$ cat src/rtl/fpu_pkg.sv
// Shared FPU encodings, binary64 field widths, sequencer state codes and the fixed
// multiply latency that the convolution initiator also counts against.
package fpu_pkg;

  localparam logic [2:0] FPU_OP_ADD = 3'd0;
  localparam logic [2:0] FPU_OP_SUB = 3'd1;
  localparam logic [2:0] FPU_OP_MUL = 3'd2;
  localparam logic [2:0] FPU_OP_DIV = 3'd3;

  localparam logic [1:0] RMODE_NEAREST = 2'b00;
  localparam logic [1:0] RMODE_ZERO    = 2'b01;
  localparam logic [1:0] RMODE_POS_INF = 2'b10;
  localparam logic [1:0] RMODE_NEG_INF = 2'b11;

  localparam int EXP_W    = 11;
  localparam int FRAC_W   = 52;
  localparam int MANT_W   = 53;
  localparam int PROD_W   = 106;
  localparam int EXP_BIAS = 1023;

  localparam logic [63:0] QNAN64 = 64'h7FF8_0000_0000_0000;

  localparam int MULT_STEPS = MANT_W;
  localparam int LATENCY    = MULT_STEPS + 4;

  localparam logic [2:0] ST_IDLE   = 3'd0;
  localparam logic [2:0] ST_UNPACK = 3'd1;
  localparam logic [2:0] ST_MULT   = 3'd2;
  localparam logic [2:0] ST_NORM   = 3'd3;
  localparam logic [2:0] ST_ROUND  = 3'd4;
  localparam logic [2:0] ST_DONE   = 3'd5;

  localparam logic [1:0] SPEC_NONE = 2'd0;
  localparam logic [1:0] SPEC_NAN  = 2'd1;
  localparam logic [1:0] SPEC_INF  = 2'd2;
  localparam logic [1:0] SPEC_ZERO = 2'd3;

  typedef struct packed {
    logic invalid;
    logic inexact;
    logic overflow;
    logic underflow;
  } fpu_flags_t;

endpackage

$ cat src/rtl/fpu_round.sv
// Combinational binary64 rounder: applies rmode to a normalised mantissa with G/R/S,
// renormalises on carry-out and saturates/flushes out-of-range exponents.
module fpu_round
  import fpu_pkg::*;
(
  input  logic               sign,
  input  logic [MANT_W-1:0]  mant,
  input  logic               guard,
  input  logic               round_bit,
  input  logic               sticky,
  input  logic signed [12:0] exp_in,
  input  logic [1:0]         rmode,
  output logic [63:0]        result,
  output logic               overflow,
  output logic               underflow,
  output logic               inexact
);

  logic               lost;
  logic               inc;
  logic               to_inf;
  logic [MANT_W:0]    mant_sum;
  logic [FRAC_W-1:0]  frac_fin;
  logic signed [12:0] exp_fin;

  always_comb begin
    lost = guard | round_bit | sticky;
    case (rmode)
      RMODE_NEAREST: inc = guard & (round_bit | sticky | mant[0]);
      RMODE_ZERO:    inc = 1'b0;
      RMODE_POS_INF: inc = ~sign & lost;
      default:       inc = sign & lost;
    endcase

    mant_sum = {1'b0, mant} + {{MANT_W{1'b0}}, inc};
    // A carry out of the mantissa leaves 1.000..0, so the fraction is just the shifted sum.
    if (mant_sum[MANT_W]) begin
      frac_fin = mant_sum[MANT_W-1:1];
      exp_fin  = exp_in + 13'sd1;
    end else begin
      frac_fin = mant_sum[FRAC_W-1:0];
      exp_fin  = exp_in;
    end

    to_inf    = (rmode == RMODE_NEAREST) | ((rmode == RMODE_POS_INF) & ~sign) |
                ((rmode == RMODE_NEG_INF) & sign);
    overflow  = 1'b0;
    underflow = 1'b0;
    inexact   = lost;
    result    = {sign, exp_fin[EXP_W-1:0], frac_fin};

    if (exp_fin >= 13'sd2047) begin
      overflow = 1'b1;
      inexact  = 1'b1;
      result   = to_inf ? {sign, 11'h7FF, 52'h0} : {sign, 11'h7FE, {FRAC_W{1'b1}}};
    end else if (exp_fin <= 13'sd0) begin
      underflow = 1'b1;
      inexact   = 1'b1;
      result    = {sign, 63'h0};
    end
  end

endmodule

$ cat src/rtl/fpu_mul_seq.sv
// Iterative binary64 multiplier slot: one op per enable, fixed 57-cycle accept-to-ready latency.
// No backpressure: enable is only sampled in IDLE; requests arriving while busy are dropped.
module fpu_mul_seq
  import fpu_pkg::*;
(
  input  logic        clk,
  input  logic        rst,
  input  logic        enable,
  input  logic [1:0]  rmode,
  input  logic [2:0]  fpu_op,
  input  logic [63:0] opa,
  input  logic [63:0] opb,
  output logic [63:0] out,
  output logic        ready,
  output logic        underflow,
  output logic        overflow,
  output logic        inexact,
  output logic        invalid,
  output logic        exception
);

  logic [2:0]         state_q, state_d;
  logic [5:0]         cnt_q, cnt_d;
  logic [1:0]         rmode_q, rmode_d;
  logic [2:0]         op_q, op_d;
  logic [63:0]        opa_q, opa_d, opb_q, opb_d;
  logic               sign_q, sign_d;
  logic signed [12:0] exp_q, exp_d;
  logic [MANT_W-1:0]  mant_a_q, mant_a_d;
  logic [PROD_W-1:0]  prod_q, prod_d;
  logic [1:0]         spec_q, spec_d;
  logic [MANT_W-1:0]  mant_q, mant_d;
  logic               guard_q, guard_d, rnd_q, rnd_d, sticky_q, sticky_d;
  logic [63:0]        res_q, res_d, out_q, out_d;
  fpu_flags_t         res_flg_q, res_flg_d, flg_q, flg_d;
  logic               ready_q, ready_d;

  logic [MANT_W:0]    step_sum;
  logic               a_zero, b_zero, a_inf, b_inf, a_nan, b_nan;
  logic [63:0]        rnd_result;
  logic               rnd_of, rnd_uf, rnd_ix;

  fpu_round u_round (
    .sign      (sign_q),
    .mant      (mant_q),
    .guard     (guard_q),
    .round_bit (rnd_q),
    .sticky    (sticky_q),
    .exp_in    (exp_q),
    .rmode     (rmode_q),
    .result    (rnd_result),
    .overflow  (rnd_of),
    .underflow (rnd_uf),
    .inexact   (rnd_ix)
  );

  always_comb begin
    a_zero = (opa_q[62:52] == 11'h000);
    b_zero = (opb_q[62:52] == 11'h000);
    a_inf  = (opa_q[62:52] == 11'h7FF) && (opa_q[51:0] == 52'h0);
    b_inf  = (opb_q[62:52] == 11'h7FF) && (opb_q[51:0] == 52'h0);
    a_nan  = (opa_q[62:52] == 11'h7FF) && (opa_q[51:0] != 52'h0);
    b_nan  = (opb_q[62:52] == 11'h7FF) && (opb_q[51:0] != 52'h0);
    // Shift-add with the multiplier held in the low half of the product register.
    step_sum = {1'b0, prod_q[PROD_W-1:MANT_W]} + (prod_q[0] ? {1'b0, mant_a_q} : '0);
  end

  always_comb begin
    state_d   = state_q;
    cnt_d     = cnt_q;
    rmode_d   = rmode_q;
    op_d      = op_q;
    opa_d     = opa_q;
    opb_d     = opb_q;
    sign_d    = sign_q;
    exp_d     = exp_q;
    mant_a_d  = mant_a_q;
    prod_d    = prod_q;
    spec_d    = spec_q;
    mant_d    = mant_q;
    guard_d   = guard_q;
    rnd_d     = rnd_q;
    sticky_d  = sticky_q;
    res_d     = res_q;
    res_flg_d = res_flg_q;
    out_d     = out_q;
    flg_d     = flg_q;
    ready_d   = 1'b0;

    case (state_q)
      ST_IDLE: begin
        if (enable) begin
          opa_d   = opa;
          opb_d   = opb;
          op_d    = fpu_op;
          rmode_d = rmode;
          state_d = ST_UNPACK;
        end
      end
      ST_UNPACK: begin
        sign_d   = opa_q[63] ^ opb_q[63];
        exp_d    = 13'({2'b00, opa_q[62:52]} + {2'b00, opb_q[62:52]}) - 13'(EXP_BIAS);
        mant_a_d = {1'b1, opa_q[51:0]};
        prod_d   = {{MANT_W{1'b0}}, 1'b1, opb_q[51:0]};
        cnt_d    = 6'd0;
        // Subnormals fall into the zero class, which flushes them without a flag.
        if ((op_q != FPU_OP_MUL) || a_nan || b_nan || (a_inf && b_zero) || (a_zero && b_inf))
          spec_d = SPEC_NAN;
        else if (a_inf || b_inf)
          spec_d = SPEC_INF;
        else if (a_zero || b_zero)
          spec_d = SPEC_ZERO;
        else
          spec_d = SPEC_NONE;
        state_d = ST_MULT;
      end
      ST_MULT: begin
        prod_d = {step_sum, prod_q[MANT_W-1:1]};
        cnt_d  = cnt_q + 6'd1;
        if (cnt_q == 6'(MULT_STEPS - 1))
          state_d = ST_NORM;
      end
      ST_NORM: begin
        if (prod_q[PROD_W-1]) begin
          mant_d   = prod_q[105:53];
          guard_d  = prod_q[52];
          rnd_d    = prod_q[51];
          sticky_d = |prod_q[50:0];
          exp_d    = exp_q + 13'sd1;
        end else begin
          mant_d   = prod_q[104:52];
          guard_d  = prod_q[51];
          rnd_d    = prod_q[50];
          sticky_d = |prod_q[49:0];
        end
        state_d = ST_ROUND;
      end
      ST_ROUND: begin
        res_flg_d = '0;
        case (spec_q)
          SPEC_NAN: begin
            res_d             = QNAN64;
            res_flg_d.invalid = 1'b1;
          end
          SPEC_INF:  res_d = {sign_q, 11'h7FF, 52'h0};
          SPEC_ZERO: res_d = {sign_q, 63'h0};
          default: begin
            res_d               = rnd_result;
            res_flg_d.overflow  = rnd_of;
            res_flg_d.underflow = rnd_uf;
            res_flg_d.inexact   = rnd_ix;
          end
        endcase
        state_d = ST_DONE;
      end
      ST_DONE: begin
        out_d   = res_q;
        flg_d   = res_flg_q;
        ready_d = 1'b1;
        state_d = ST_IDLE;
      end
      default: state_d = ST_IDLE;
    endcase
  end

  always_ff @(posedge clk) begin
    if (rst) begin
      state_q <= ST_IDLE;
      out_q   <= 64'h0;
      flg_q   <= '0;
      ready_q <= 1'b0;
    end else begin
      state_q <= state_d;
      out_q   <= out_d;
      flg_q   <= flg_d;
      ready_q <= ready_d;
    end
  end

  always_ff @(posedge clk) begin
    cnt_q     <= cnt_d;
    rmode_q   <= rmode_d;
    op_q      <= op_d;
    opa_q     <= opa_d;
    opb_q     <= opb_d;
    sign_q    <= sign_d;
    exp_q     <= exp_d;
    mant_a_q  <= mant_a_d;
    prod_q    <= prod_d;
    spec_q    <= spec_d;
    mant_q    <= mant_d;
    guard_q   <= guard_d;
    rnd_q     <= rnd_d;
    sticky_q  <= sticky_d;
    res_q     <= res_d;
    res_flg_q <= res_flg_d;
  end

  assign out       = out_q;
  assign ready     = ready_q;
  assign underflow = flg_q.underflow;
  assign overflow  = flg_q.overflow;
  assign inexact   = flg_q.inexact;
  assign invalid   = flg_q.invalid;
  assign exception = |flg_q;

endmodule

$ cat config.mk
export PLATFORM = sky130hd
export DESIGN_NAME = fpu_mul_seq
export DESIGN_NICKNAME = d
export VERILOG_FILES = /design/src/rtl/fpu_pkg.sv /design/src/rtl/fpu_round.sv /design/src/rtl/fpu_mul_seq.sv
export SDC_FILE = /design/constraint.sdc
export NUM_CORES = 1
export LEC_CHECK = 0
export CAP_MARGIN = 20
export CORE_UTILIZATION = 30
export DETAILED_ROUTE_END_ITERATION = 8
export PLACE_DENSITY = 0.49
export SLEW_MARGIN = 20
export SYNTH_ARGS = -nofsm -noshare
export SYNTH_HDL_FRONTEND = slang
export SYNTH_SLANG_ARGS = --single-unit
$ cat constraint.sdc
create_clock -name clk -period 30.5 [get_ports clk]
set_clock_uncertainty 0.2 [all_clocks]
set_input_delay 7.625 -clock clk [delete_from_list [all_inputs] [get_ports clk]]
set_output_delay 7.625 -clock clk [all_outputs]
set_load 0.005 [all_outputs]
# Yosys cells after proc, flatten, opt, wreduce, memory -nomap -nowiden
# Cells that the tools add are included.
# totals
register_bits	509
input_bits	136
# op_classes
reduce_logical	30
n_addsub	6
n_mux	27
bitwise	13
eq_ne	18
magnitude_cmp	2
# ops
operator	n
$pmux W106 S2	1
$pmux W64 S3	1
$mux W63	2
$mux W53	2
$logic_not A52 Y1	2
$mux W52	2
$reduce_bool A52 Y1	2
$add A53 B1 Y54	1
$add A53 B53 Y54	1
$reduce_or A51 Y1	1
$reduce_or A50 Y1	1
$mux W13	2
$pmux W13 S2	1
$eq A11 B11 Y1 const B	2
$logic_not A11 Y1	2
$pmux W3 S5	1
$add A13 B2 Y13 const B	1
$ge A13 B12 Y1 const B	1
$le A13 B1 Y1 const B	1
$sub A12 B10 Y13 const B	1
$add A11 B11 Y12	1
$pmux W6 S2	1
$mux W1	9
$eq A2 B2 Y1 const B	4
23 further kinds	53

# Logic depth before layout (Yosys ltp)
# Gate-level depths: netlist (run 1).
# depth
ltp_word	10
ltp_mapped	20

# By module
# A second synthesis (run 1) with hierarchy kept.
# hier_totals
hier_cells	2303
hier_area_um2	25351.8
# by_module_without_submodules
mod	seq_area_each_um2	area_per_inst_um2	cells_each	instances
fpu_mul_seq	14564.0	22781.8	1916	1
fpu_round	0.0	2570.0	387	1

# Least setup slack after synthesis (run 1)
# No wires, ideal clock.
# synth_timing
kind	input-to-reg
startpoint	in enable
endpoint	reg op_q[0], enable pin
path_stages	1
setup_slack_ns	8.331
arrival_ns	20.972
n_path_buf	0
path_cell_list	nor4b_1
# synth_between
elab_chain_len	1
# synth_rtl
element	line	source
start, declared	fpu_mul_seq.sv:8	input logic enable,
$reduce_and A2 Y1 (no line)	n/a	
end signal, assigned	fpu_mul_seq.sv:183	op_q <= op_d;
end, declared	fpu_mul_seq.sv:25	logic [2:0] op_q, op_d;
# No other way between the ends.
# A chain may end at the register's enable or synchronous reset.

# Worst setup path after layout (run 1)
# layout_timing
startpoint	in enable
endpoint	reg opa_q[16], enable pin
# layout_between
elab_chain_len	1
# layout_rtl
element	line	source
$reduce_and A2 Y1 (no line)	n/a	
end signal, assigned	fpu_mul_seq.sv:184	opa_q <= opa_d;
end, declared	fpu_mul_seq.sv:26	logic [63:0] opa_q, opa_d, opb_q, opb_d;
# No other way between the ends.

==> metrics.csv, run 1 <==
stage,metric,value,unit
floorplan,ioPinCount,206,
final_layout,final_nets,2532,
clock_network,clockBufferDepth,3,
sta,setup_viol,0,
pwr,p_clk_share,35.0,%
route,first_iter_violations,849,
final_layout,area_growth,21.8,%
route,first_pass_iters,5,
outcome,outcome,"complete, no violations",
yosys,yosys_most_used_dff,edfxtp_1,
sta,hold_viol,0,
global_route,grt_max_degree,73,
pwr,sw_frac_of_total,28.6,%
min_path,holdCritStartpoint,opa_q[13]$_DFFE_PP_,
pwr,p_comb_share,19.6,%
route,wl_per_cell,16.7,um
floorplan,die-area,0.0810,sq mm
final_layout,antenna_cells,0,
placement,dpl.hpwl,41.9,mm
sta,period_share,32.3,%
pwr,p_int,1.47,mW
setup_path,crit_type,in -> reg,
setup_path,r2r_setup_slack,24840,ps
clock_network,ctsHtreeMaxLevel,2,
setup_path,cp-end-kind,register,
clock_network,holdBufCountCts,0,
flow_run,cap_violations,0,
global_route,grt_util_met1,19.7,%
route,ant_nets,0,
global_route,antenna_found_initial,0,
setup_path,cp_slowest_cell,buf_4,
floorplan,initial_utilization,30.3,%
global_route,grt_use_met2,21.7,%
clock_network,cts-root-buf,clkbuf_16,
setup_path,critical_path.max_stage_delay,740,ps
yosys,ys_seq_area_share,60.8,%
floorplan,core_area,0.0790,sq mm
final_layout,final_util,36.9,%
setup_path,crit_fanout,70,
global_route,grt-busiest-layer,met2,
yosys,synthesis.area,0.0240,sq mm
pwr,sequentialPowerShare,45.3,%
sta,worst_slew_pin_slew,919,ps
setup_path,crit_arrival,9880,ps
route,vias_per_cell,4.59,
setup_path,required,30530,ps
global_route,first_global_vias,15700,
pwr,switchingPower,0.591,mW
sta,finalMaxSlewViolations,0,
global_route,grt_usage,13.9,%
min_path,hp-class,reg -> reg,
pwr,power_density,70.8,mW/mm^2
yosys,synthTopCellsByArea,"edfxtp_1 55%, nand2_1 6.6%, dfxtp_1 6.0%, ha_1 4.4%, a21oi_1 3.9%",
global_route,met3_usage,2.44,%
pwr,vdd_drop_max,0.0447,mV
yosys,synth_enable_flop_cells,437,
placement,portBuffers,205,
sta,grt_setup_unrepaired,false,
yosys,synth_cells,2117,
placement,place.gp.congestion,0.860,
yosys,avgSynthCellArea,11.3,sq um
sta,min_period,9850,ps
clock_network,cts_sinks,509,
global_route,grt_pass1_wl,89.8,mm
floorplan,die_x,285,um
yosys,synthesis.nets,2340,
yosys,async_flop_share,0,%
sta,fmax,101,MHz
yosys,synth_top_cell_by_area,edfxtp_1,
route,num_vias,15700,
yosys,yosys_warnings,0,
yosys,synth_cell_type_count,67,
setup_path,cp_common_cell,buf_4,
floorplan,dieHeight,285,um
global_route,overflow,0,
yosys,netlist.area_leader.share,54.8,%
final_layout,drive_gt1_share,8.48,%
setup_path,critPathLaunchType,input pin,
pwr,p_leak,10.3,nW
clock_network,cts_resized,0,
sta,slew_headroom,38.7,%
floorplan,rows,103,
yosys,ys_ff_latch,509,
route,drc,0,
route,totalWireLength,56.9,mm
setup_path,worstSetupStartpoint,enable,
clock_network,numCtsBuffers,58,
clock_network,clock_latency,620,ps
setup_path,timing.rr.start,rmode_q[1]$_DFFE_PP_,
sta,setup_tns,0,ps
clock_network,cts.clk_slew.worst_paths,60,ps
clock_network,cts_tree,done,
clock_network,cts_setup_buffers,0,
setup_path,path_cells,"clkdlybuf4s50_1, nor4b_2, buf_4, buf_4",
power by group through the flow:
stage                     Sequential, mW  Clock (mW)  Combinational, mW
after global placement             0.949           0              0.401
after CTS                          0.936       0.750              0.410
after global routing               0.946       0.775              0.458
after floorplan                    0.943           0              0.308
after detailed placement           0.951           0              0.407
final                              0.936       0.724              0.406
stage by stage:
stage               instances  instance area (sq um)  setup slack (ps)  hold WS (ps)  power [mW]
floorplan                2117                  24000              8330           227        1.25
global placement         3299                  27100             20000           241        1.35
detailed placement       3299                  27100             20000           235        1.36
CTS                      3409                  29200             20660           242        2.10
global route             3409                  29200             20470           253        2.18
finish                   3409                  29200             20650           244        2.07
worst paths after layout:
check,to,cells after the start
setup reg to reg,res_q[2]$_DFFE_PP_,19
hold / removal,mant_a_q[13]$_DFFE_PP_,0
hold reg to reg,mant_a_q[13]$_DFFE_PP_,0
setup / recovery,opa_q[16]$_DFFE_PP_,4
critical path: cells and delay by family:
kind,cells,cell delay [ps]
buffers and inverters,3,1910
AND/OR/NAND/NOR,1,180
layout make-up:
type                    instances  area (sq um)
flip-flops and latches        509         14600
clock inverters                35           399
clock buffers                  75          1640
well taps                    1050          1310
multi-input cells            1473          8920
repair buffers                224          2190
inverters                      43           161
fillers                      7750         49800
sequential cells by signal, summed over array words and instances (netlist names), 6 cells and up:
name / flops
out: 64
opa_q: 64
res_q: 64
opb_q: 64
mant_q: 53
prod_q: 106
mant_a_q: 52
exp_q: 13
cnt_q: 6
cell families after synthesis:
kind of cell    count (synthesis)  share of synthesized area [%]
buf+inv                       135                           2.26
simple gates                  838                           16.1
compound gates                362                           8.89
xor+xnor                      129                           4.71
flops                         509                           60.8
mux                            57                           2.66
fa+ha+maj                      87                           4.61
cell usage after synthesis (10+ instances only):
cell type	n
ha_1	85
nor4_1	50
o21a_1	16
a21o_1	26
o21ai_0	65
nand2_1	420
o21bai_1	13
inv_1	42
nand4_1	31
nand3_1	44
xnor2_1	77
nor3_1	28
nand2b_1	12
edfxtp_1	437
dfxtp_1	72
a21oi_1	185
and2_1	66
mux2_2	53
or3_1	10
nor2_1	124
clkbuf_1	70
xor2_1	52
and3_1	16
a31oi_1	11
per-layer routing:
metal  vias to the layer above  share of wire, %
li1                       8026                 -
met2                       263                45
met1                      7309                49
met4                         0               1.8
met3                        65               4.3
met5                         -                 0
cells in the final DEF, fill, tap and decap left out, types with 8 or more instances in the layout:
master | Yosys | routed
o21ai_0 | 65 | 64
nor3_1 | 28 | 27
nand3_1 | 44 | 43
inv_1 | 42 | 42
clkdlybuf4s50_1 | 0 | 204
xnor2_1 | 77 | 77
a21oi_1 | 185 | 184
nand2_1 | 420 | 420
edfxtp_1 | 437 | 437
dfxtp_1 | 72 | 72
o21bai_1 | 13 | 13
or3_1 | 10 | 9
nor2b_1 | 8 | 8
xor2_1 | 52 | 52
o21a_1 | 16 | 16
ha_1 | 85 | 85
nand2b_1 | 12 | 12
nor2_1 | 124 | 123
and3_1 | 16 | 15
clkinv_2 | 0 | 9
buf_4 | 6 | 19
a21o_1 | 26 | 26
nor4_1 | 50 | 49
mux2_2 | 53 | 53
nand4_1 | 31 | 31
and2_1 | 66 | 66
clkbuf_16 | 0 | 61
a31oi_1 | 11 | 11
Note: power is estimated with default switching activity, not from simulation.
==> inputs of run 2 (changes only) <==
==> constraint.sdc (replaced) <==
create_clock -name clk -period 9.95 [get_ports clk]
set_clock_uncertainty 0.2 [all_clocks]
set_input_delay 2.4875 -clock clk [delete_from_list [all_inputs] [get_ports clk]]
set_output_delay 2.4875 -clock clk [all_outputs]
set_load 0.005 [all_outputs]
==> metrics.csv, run 2 (synthesis results as in run 1) <==
stage,metric,value,unit,change
route,num_vias,15800,,was 15700
min_path,holdPathStages,0,,unchanged
setup_path,required,10070,ps,was 30530 ps
clock_network,ctsHtreeMaxLevel,2,,unchanged
setup_path,crit_arrival,5500,ps,was 9880 ps
final_layout,antenna_cells,0,,unchanged
setup_path,critPathLaunchType,register,,was input pin
setup_path,crit_type,reg -> reg,,was in -> reg
sta,setup_tns,0,ps,unchanged
outcome,outcome,"complete, no violations",,unchanged
clock_network,clock_latency,630,ps,was 620 ps
clock_network,cts_setup_buffers,0,,unchanged
setup_path,reg2regPathDepth,19,,unchanged
clock_network,cts.clk_slew.worst_paths,60,ps,about the same
clock_network,cts_tree,done,,unchanged
pwr,p_leak,10.2,nW,was 10.3 nW
placement,dpl.hpwl,42.7,mm,was 41.9 mm
pwr,fin_total_pwr,6.27,mW,was 2.07 mW
final_layout,final_area,0.0291,sq mm,was 0.0292 sq mm
floorplan,ioPinCount,206,,unchanged
clock_network,cts-root-buf,clkbuf_16,,unchanged
placement,post-place-ws,4420,ps,was 20000 ps
pwr,vdd_drop_max,0.134,mV,was 0.0447 mV
route,drc,0,,unchanged
sta,worst_slew_pin_slew,922,ps,was 919 ps
floorplan,initial_utilization,30.3,%,unchanged
placement,place_area,0.0271,sq mm,about the same
final_layout,final_util,36.8,%,was 36.9%
final_layout,layout_commonest_cell,edfxtp_1,,unchanged
sta,setup_viol,0,,unchanged
clock_network,holdBufCountCts,0,,unchanged
route,ant_nets,0,,unchanged
min_path,hp-class,reg -> reg,,unchanged
final_layout,area_growth,21.4,%,was 21.8%
setup_path,crit_fanout,51,,was 70
final_layout,drive_gt1_share,7.94,%,was 8.48%
sta,min_period,5380,ps,
global_route,antenna_found_initial,0,,unchanged
placement,portBuffers,205,,unchanged
floorplan,rows,103,,unchanged
sta,grt_setup_unrepaired,false,,unchanged
sta,fmax,186,MHz,
global_route,grt_usage,14.1,%,was 13.9%
placement,place.gp.congestion,0.843,,was 0.860
final_layout,max_flop_register,prod_q,,unchanged
final_layout,multi_input_area,0.00893,sq mm,was 0.00892 sq mm
flow_run,cap_violations,0,,unchanged
sta,hold_viol,0,,unchanged
global_route,first_global_vias,15800,,was 15700
sta,setup_ws,4570,ps,was 20650 ps
sta,slew_headroom,37.7,%,was 38.7%
route,first_iter_violations,847,,was 849
clock_network,numCtsBuffers,56,,was 58
route,first_pass_iters,5,,unchanged
sta,finalMaxSlewViolations,0,,unchanged
final_layout,regArea,0.0146,sq mm,unchanged
floorplan,die-area,0.0810,sq mm,unchanged
final_layout,final.fill_count,7772,,was 7750
final_layout,final_nets,2529,,was 2532
floorplan,die_x,285,um,unchanged
global_route,grt_max_degree,73,,unchanged
clock_network,clockBufferDepth,3,,unchanged
setup_path,cp-end-kind,register,,unchanged
floorplan,core_area,0.0790,sq mm,unchanged
clock_network,cts_sinks,509,,unchanged
global_route,overflow,0,,unchanged
route,wl_per_cell,17.1,um,was 16.7 um
route,vias_per_cell,4.66,,was 4.59
route,totalWireLength,58.2,mm,was 56.9 mm
clock_network,cts_resized,0,,unchanged
pwr,power_density,216,mW/mm^2,was 70.8 mW/mm^2
final_layout,final_cell_mix,"437 x edfxtp_1, 420 x nand2_1, 204 x clkdlybuf4s50_1, 185 x a21oi_1, 123 x nor2_1",,"was 437 x edfxtp_1, 420 x nand2_1, 204 x clkdlybuf4s50_1, 184 x a21oi_1, 123 x nor2_1"
setup_path,r2r_setup_slack,4570,ps,was 24840 ps
global_route,grt_pass1_wl,90.7,mm,was 89.8 mm
final_layout,largest_reg_flops,106,,unchanged
sta,period_share,54.1,%,
floorplan,dieHeight,285,um,unchanged
-- run 2: cell types whose count changed in the layout (fill, tap and decap cells not counted), moves of 3 or more --
cell        previous run  this run
clkbuf_1               6        12
clkbuf_16             61        58
clkinv_8               0         3
clkinvlp_4             7         1
-- run 2: worst max-delay path, stage by stage (launching register included) --
cell and delay (ps):
edfxtp_1 410, nor2b_1 160, ha_1 260, nor2_1 100
nand2_1 60, nand2_1 70, ha_1 200, and3_1 260
nand4_2 180, or4_1 670, or2_1 480, nor4_1 340
o211ai_1 130, o41ai_2 220, buf_4 230, nand2_1 70
buf_4 310, o21ai_2 170, buf_4 450, a21oi_1 100
-- run 2: path summary, 6_finish.rpt --
kind / from / end
worst max-delay path: rmode_q[1]$_DFFE_PP_ / res_q[46]$_DFFE_PP_
worst min-delay path: opa_q[21]$_DFFE_PP_ / mant_a_q[21]$_DFFE_PP_
worst max register to register: rmode_q[1]$_DFFE_PP_ / res_q[46]$_DFFE_PP_
worst min register to register: opa_q[21]$_DFFE_PP_ / mant_a_q[21]$_DFFE_PP_
-- run 2: power breakdown --
part	total [mW]	internal [mW]	switching (mW)	leakage (nW)
clock network	2.15	1.29	0.857	0.953
logic	1.24	0.512	0.731	4.61
registers	2.88	2.68	0.194	4.68
total	6.27	4.49	1.78	10.2
-- run 2: area by class of cell --
cell class,instances,share of cell area [%]
clock buffer,76,5.43
timing repair buffer,223,7.50
tap,1050,4.52
sequential,509,50.1
multi-input combinational,1473,30.7
clock inverter,30,1.23
inverter,43,0.555
-- run 2: through the flow --
stage / cells / hold WS [ps]
final: 3404 / 250
after CTS: 3404 / 250
after global placement: 3298 / 240
after detailed placement: 3298 / 237
after floorplan: 2117 / 227
after global routing: 3404 / 250
-- run 2: layer usage --
metal,vias to the layer above,share of wire [%],track usage [%]
met5,-,0,0
met4,0,2.0,3.56
met3,71,4.4,2.49
met2,321,45,22.0
met1,7431,49,20.0
li1,8023,-,-
